==> src/rtl/pll_lock_sequencer.sv <==
// PLL power-up sequencer: holds the PLL in reset, waits for a stable lock,
// then releases the core reset; retries on timeout or lock loss.
module pll_lock_sequencer #(
    parameter int RST_CYCLES    = 16,
    parameter int LOCK_TIMEOUT  = 74250,
    parameter int STABLE_CYCLES = 1024,
    parameter int CNT_W         = 17
) (
    input  logic       refclk,
    input  logic       rst,
    input  logic       pll_locked,
    input  logic       relock_req,
    output logic       pll_rst,
    output logic       core_reset,
    output logic       ready,
    output logic [1:0] state,
    output logic [7:0] lock_loss_cnt,
    output logic [7:0] timeout_cnt
);

    typedef enum logic [1:0] {
        RESET_HOLD = 2'd0,
        WAIT_LOCK  = 2'd1,
        STABLE     = 2'd2,
        RUN        = 2'd3
    } state_t;

    localparam logic [CNT_W-1:0] RST_LAST     = CNT_W'(RST_CYCLES - 1);
    localparam logic [CNT_W-1:0] TIMEOUT_LAST = CNT_W'(LOCK_TIMEOUT - 1);
    localparam logic [CNT_W-1:0] STABLE_LAST  = CNT_W'(STABLE_CYCLES - 1);

    state_t           state_q;
    state_t           state_d;
    logic [CNT_W-1:0] cnt_q;
    logic [CNT_W-1:0] cnt_d;
    logic             sync_q;
    logic             locked_s;
    logic             loss_inc;
    logic             timeout_inc;

    // The counter restarts from zero whenever the phase changes, so each
    // phase measures its own dwell time.
    always_comb begin
        state_d     = state_q;
        cnt_d       = cnt_q;
        loss_inc    = 1'b0;
        timeout_inc = 1'b0;
        if (relock_req) begin
            state_d = RESET_HOLD;
            cnt_d   = '0;
        end else begin
            case (state_q)
                RESET_HOLD: begin
                    if (cnt_q == RST_LAST) begin
                        state_d = WAIT_LOCK;
                        cnt_d   = '0;
                    end else begin
                        cnt_d = cnt_q + CNT_W'(1);
                    end
                end
                WAIT_LOCK: begin
                    if (locked_s) begin
                        state_d = STABLE;
                        cnt_d   = '0;
                    end else if (cnt_q == TIMEOUT_LAST) begin
                        state_d     = RESET_HOLD;
                        cnt_d       = '0;
                        timeout_inc = 1'b1;
                    end else begin
                        cnt_d = cnt_q + CNT_W'(1);
                    end
                end
                STABLE: begin
                    if (!locked_s) begin
                        state_d = WAIT_LOCK;
                        cnt_d   = '0;
                    end else if (cnt_q == STABLE_LAST) begin
                        state_d = RUN;
                        cnt_d   = '0;
                    end else begin
                        cnt_d = cnt_q + CNT_W'(1);
                    end
                end
                RUN: begin
                    if (!locked_s) begin
                        state_d  = RESET_HOLD;
                        cnt_d    = '0;
                        loss_inc = 1'b1;
                    end
                end
                default: begin
                    state_d = RESET_HOLD;
                    cnt_d   = '0;
                end
            endcase
        end
    end

    // Outputs are decoded from the next state so they change on the same
    // edge as the state register.
    always_ff @(posedge refclk) begin
        if (rst) begin
            state_q       <= RESET_HOLD;
            cnt_q         <= '0;
            sync_q        <= 1'b0;
            locked_s      <= 1'b0;
            pll_rst       <= 1'b1;
            core_reset    <= 1'b1;
            ready         <= 1'b0;
            lock_loss_cnt <= 8'd0;
            timeout_cnt   <= 8'd0;
        end else begin
            sync_q     <= pll_locked;
            locked_s   <= sync_q;
            state_q    <= state_d;
            cnt_q      <= cnt_d;
            pll_rst    <= (state_d == RESET_HOLD);
            core_reset <= (state_d != RUN);
            ready      <= (state_d == RUN);
            if (loss_inc && (lock_loss_cnt != 8'hFF)) begin
                lock_loss_cnt <= lock_loss_cnt + 8'd1;
            end
            if (timeout_inc && (timeout_cnt != 8'hFF)) begin
                timeout_cnt <= timeout_cnt + 8'd1;
            end
        end
    end

    assign state = state_q;

endmodule

==> config.mk <==
export PLATFORM = sky130hd
export DESIGN_NAME = pll_lock_sequencer
export DESIGN_NICKNAME = d
export VERILOG_FILES = /design/src/rtl/pll_lock_sequencer.sv
export SDC_FILE = /design/constraint.sdc
export NUM_CORES = 1
export LEC_CHECK = 0
export CORE_ASPECT_RATIO = 0.7
export CORE_UTILIZATION = 45
export CTS_BUF_LIST = sky130_fd_sc_hd__clkbuf_4 sky130_fd_sc_hd__clkbuf_8
export DETAILED_ROUTE_END_ITERATION = 10
export PLACE_DENSITY_LB_ADDON = 0.2
export SLEW_MARGIN = 0
export SYNTH_ARGS = -nofsm -noshare
export SYNTH_HDL_FRONTEND = slang
export SYNTH_SLANG_ARGS = --single-unit
==> constraint.sdc <==
create_clock -name refclk -period 1.96 [get_ports refclk]
set_input_delay 0.196 -clock refclk [delete_from_list [all_inputs] [get_ports refclk]]
set_output_delay 0.196 -clock refclk [all_outputs]
set_load 0.005 [all_outputs]
[Yosys cells after proc, flatten, opt, wreduce, memory -nomap -nowiden]
Index checks and enable logic that the tools add are counted.
Word-level totals
  input bits: 4
  register bits: 40
  logic and storage cells: 50
Cells by class
  mux-type cells: 22
  add/sub/neg operators: 3
  eq/ne operators: 11
  reduce and logical (&&, ||, !) cells: 5
Operators by type and width (number)
  $mux W17: 6
  $pmux W17 S4: 1
  $add A17 B1 Y17 const B: 1
  $eq A17 B10 Y1 const B: 1
  $eq A17 B17 Y1 const B: 1
  $eq A17 B4 Y1 const B: 1
  $add A8 B1 Y8 const B: 2
  $ne A8 B8 Y1 const B: 2
  $mux W2: 7
  $pmux W2 S4: 1
  $mux W1: 7
  $eq A2 B2 Y1 const B: 3
  $logic_not A2 Y1: 2
  $ne A2 B2 Y1 const B: 2
  $eq A2 B1 Y1 const B: 1
  $logic_and A1 B1 Y1: 2
  $reduce_or A2 Y1: 1

[Logic depth before layout (Yosys ltp)]
  depth after elaboration: 6
  depth in mapped cells: 7

[Least setup slack after synthesis]
No wires, ideal clock.
  path type: register to register
  from: reg cnt_q[10]
  to: reg cnt_q[0]
  data arrival time: 2026 ps
  slack: -199 ps
  clock period less this slack: 2159 ps
  cell stages (with the launch flop): 7
  path through: dfxtp_1 or4_4 nor4_4 a21oi_1 a211oi_4 buf_4 a21oi_1
Between the ends
  word-level cells in the longest chain between the ends: 4
  elaborated cells on any way between the ends: 9
  classes of those cells: eq/ne (3); mux (6)
RTL lines
  from (decl): RTL line 34  | logic [CNT_W-1:0] cnt_q;
  from (signal assigned): RTL line 116  | cnt_q <= cnt_d;
  $eq A17 B10 Y1 or $eq A17 B17 Y1 (tied branches): RTL line 77, 65
  $mux W17 (on tied branches): RTL line 77, 65
  $mux W17 (on tied branches): RTL line 74, 62
  $pmux W17 S4 *: RTL line 52  | case (state_q)
Every way passes the cells marked *; elsewhere a longest branch is shown, timed or not.
A chain may end at the register's enable or synchronous reset.

[Worst setup path in the final report]
  from: reg cnt_q[5]
  to: reg timeout_cnt[7]
Between the ends
  word-level cells in the longest chain between the ends: 6
RTL lines
  $eq A17 B17 Y1: RTL line 65  | end else if (cnt_q == TIMEOUT_LAST) begin
  $mux W1: RTL line 65
  $mux W1: RTL line 62  | if (locked_s) begin
  $mux W1: RTL line 52
  $mux W1: RTL line 48  | if (relock_req) begin
  $logic_and A1 B1 Y1: RTL line 123  | if (timeout_inc && (timeout_cnt != 8'hFF)) begin
  to (signal assigned): RTL line 124  | timeout_cnt <= timeout_cnt + 8'd1;
  to (decl): RTL line 18  | output logic [7:0] timeout_cnt
No other way between the ends.

==> results.cfg <==
[routing]
drc_errors = 0
vias = 1702
dr.pass1.iters = 4
drtIter0Drc = 86
wire_per_inst_um = 13.1
via_per_inst = 5.40
antenna_left = 0
routed_wl_um = 4120

[clock_tree]
htree_levels = 2
cts_tree = built
insertion_delay_ns = 0.29
cts.path.max_buffers = 2
numCtsBuffers = 5
cts_setup_buffers = 0
ctsRootBufferMaster = clkbuf_8
path_clk_slew_ns = 0.07
cts_sinks = 40
hold_buffers = 0

[power_and_ir_drop]
powerDensity_nw_per_um2 = 574
vdd_ir_drop_max_v = 0.000358
total_leakage_power_nw = 0.889
p_total_w = 0.00143

[global_routing]
antenna_found_initial = 0
grtUsageTotal_pct = 20.0
grt_pass1_wl_um = 6860
grt-ovfl-total = 0
grt_pass1_vias = 1387
grt_max_degree = 19

[logic_synthesis]
syn_area_per_cell_sq_um = 8.85
postSynthCellCount = 216
syn_area_sq_um = 1910
ys_types = 40
synth.ff_latch_count = 40
syn_nets = 224
yosys_warnings = 0
synth-seq-area-share_pct = 41.9

[critical_path]
path_class = register to register
critPathTopFamily = simple AND/OR/NAND/NOR gates
cp_slowest_stage_delay_ns = 0.54
crit_path_end_kind = register
path_buf_inv = 1
slowest_stage = or4_4
required_ns = 2.19
worstPathArrival_ns = 2.21
cp_cell_sequence = or4_4 > nor4_4 > buf_6 > nand4_4 > or4_1 > a21oi_1
crit_path_start_kind = register
cp_max_fo = 8

[timing]
finalMaxSlewViolations = 0
fin_tns_setup_ns = -0.0411
fin_crit_sh_pct = 101
setup_ws_ns = -0.0217
max_freq_ghz = 0.505
rsz0062_at_grt = true
slew_headroom_pct = 63.0
period_minus_slack_ns = 1.98
skew_ns = 0.00327
hold_viol_final = 0
setup_violations = 2
tightest_slew_ns = 0.549

[placed_design]
dpl.cell_count = 307
place_congestion = 0.843
pre_cts_ws_ns = -0.0570
place_hpwl_um = 3050
io_buffers = 24

[floorplan]
die_w_um = 79.9
num_io_pins = 25
die-area_sq_um = 4520
placeableCoreArea_sq_um = 3990
initial_utilization_pct = 47.9
core.rowCount = 19
die_h_um = 56.5

[run_status]
status = finished with violations
violations = negative setup slack

[final_layout]
nets = 270
area_delta_synth_final_pct = 30.0
n_fill_cell = 356
stdcell_count = 315
final_util_pct = 62.2
final_common_cell = dfxtp_1
num_antenna_cells = 0
layout.cells.most_common_list = dfxtp_1, a21oi_1, clkdlybuf4s50_1
layout-drive-gt1-share_pct = 15.2

[min_path]
hold_class = input port to register

[flow_run]
drv_cap = 0
[registers in the layout, summed over array words and instances, names as in the netlist]
| name | cells |
|---|---|
| state | 2 |
| timeout_cnt | 8 |
| locked_s | 1 |
| lock_loss_cnt | 8 |
| cnt_q | 17 |
| ready | 1 |
| pll_rst | 1 |
| sync_q | 1 |
| core_reset | 1 |
[per-stage QoR]
step	hold WS (ns)	cell area, sq um
after global placement	0.419	2370
after CTS	0.443	2480
after detailed placement	0.450	2370
after floorplan	0.287	1920
final	0.448	2480
after global routing	0.459	2480
[worst reg2reg max path: stages (launching register included)]
cell	delay [ns]
dfxtp_2	0.32
or4_4	0.54
nor4_4	0.23
buf_6	0.17
nand4_4	0.11
or4_1	0.40
a21oi_1	0.15
[kinds of logic (layout without fill, tap and decap cells)]
logic type	Yosys count	in the layout	share of synthesized area, %
compound gates	36	36	11.2
buf+inv	10	57	2.16
fa+ha+maj	4	4	2.62
mux	2	2	1.05
simple gates	99	99	29.6
flops	40	40	41.9
xor+xnor	25	25	11.5
[Yosys cell counts (all sizes together)]
master / instances / share of area [%]
buf: 1 / 0.39
nand2: 17 / 3.3
nand2b: 4 / 1.3
nand4b: 1 / 0.46
a21oi: 26 / 6.8
nor4b: 2 / 1.2
nand4: 8 / 2.9
or4: 4 / 1.8
nor4bb: 1 / 0.52
dfxtp: 40 / 42
and3: 6 / 2.0
o21ai: 3 / 0.79
mux2i: 2 / 1.0
and4: 3 / 1.4
xnor2: 11 / 5.0
a211oi: 2 / 1.4
ha: 4 / 2.6
o21a: 1 / 0.39
nor3b: 1 / 0.39
nand4bb: 1 / 0.59
clkbuf: 6 / 1.2
inv: 3 / 0.59
nor2b: 2 / 0.65
o21ba: 1 / 0.52
a221oi: 1 / 0.46
o31ai: 2 / 0.79
xor2: 14 / 6.4
nor4: 3 / 1.8
and2: 3 / 0.98
or3: 3 / 0.98
nor3: 5 / 1.3
nand3: 16 / 4.2
or2: 1 / 0.33
nor2: 18 / 3.5
[what timing repair did]
| action | in CTS | in global routing |
|---|---|---|
| pin swaps | 0 | 1 |
| resized for setup | 2 | 1 |
| setup endpoints to repair | 3 | 21 |
[report_power, final]
group | internal, W | total, W | switching [W]
Clock | 0.000281 | 0.000565 | 0.000284
Combinational | 0.0000198 | 0.0000420 | 0.0000222
Sequential | 0.000816 | 0.000821 | 0.00000505
Total | 0.00112 | 0.00143 | 0.000311
[layout make-up]
type                       count  area [sq um]  share of cell area (%)
clock inverter                 2          10.0                   0.403
timing repair buffer          46           422                    17.0
tap                           52          65.1                    2.62
sequential                    40           802                    32.3
multi-input combinational    166          1090                    44.0
inverter                       3          11.3                   0.453
clock buffer                   6          82.6                    3.32
[path summary, 6_finish.rpt]
path	depth (start not counted)	from	endpoint	slack, ns
worst max-delay path	6	cnt_q[5]	timeout_cnt[7]	-0.02
worst min-delay path	2	pll_locked	sync_q	0.45
worst max register to register	6	cnt_q[5]	timeout_cnt[7]	-0.02
worst min register to register	1	sync_q	locked_s	0.47
[layer usage]
layer  track usage [%]  wire, um  share of wire (%)  vias to the layer above
li1                  -         -                  -                      865
met1              31.8      2340                 57                      804
met2              24.9      1590                 38                       25
met3              5.37       145                3.5                        8
met4              6.89        55                1.3                        0
met5                 0         0                  0                        -
Power figures use the tool's default switching activity.
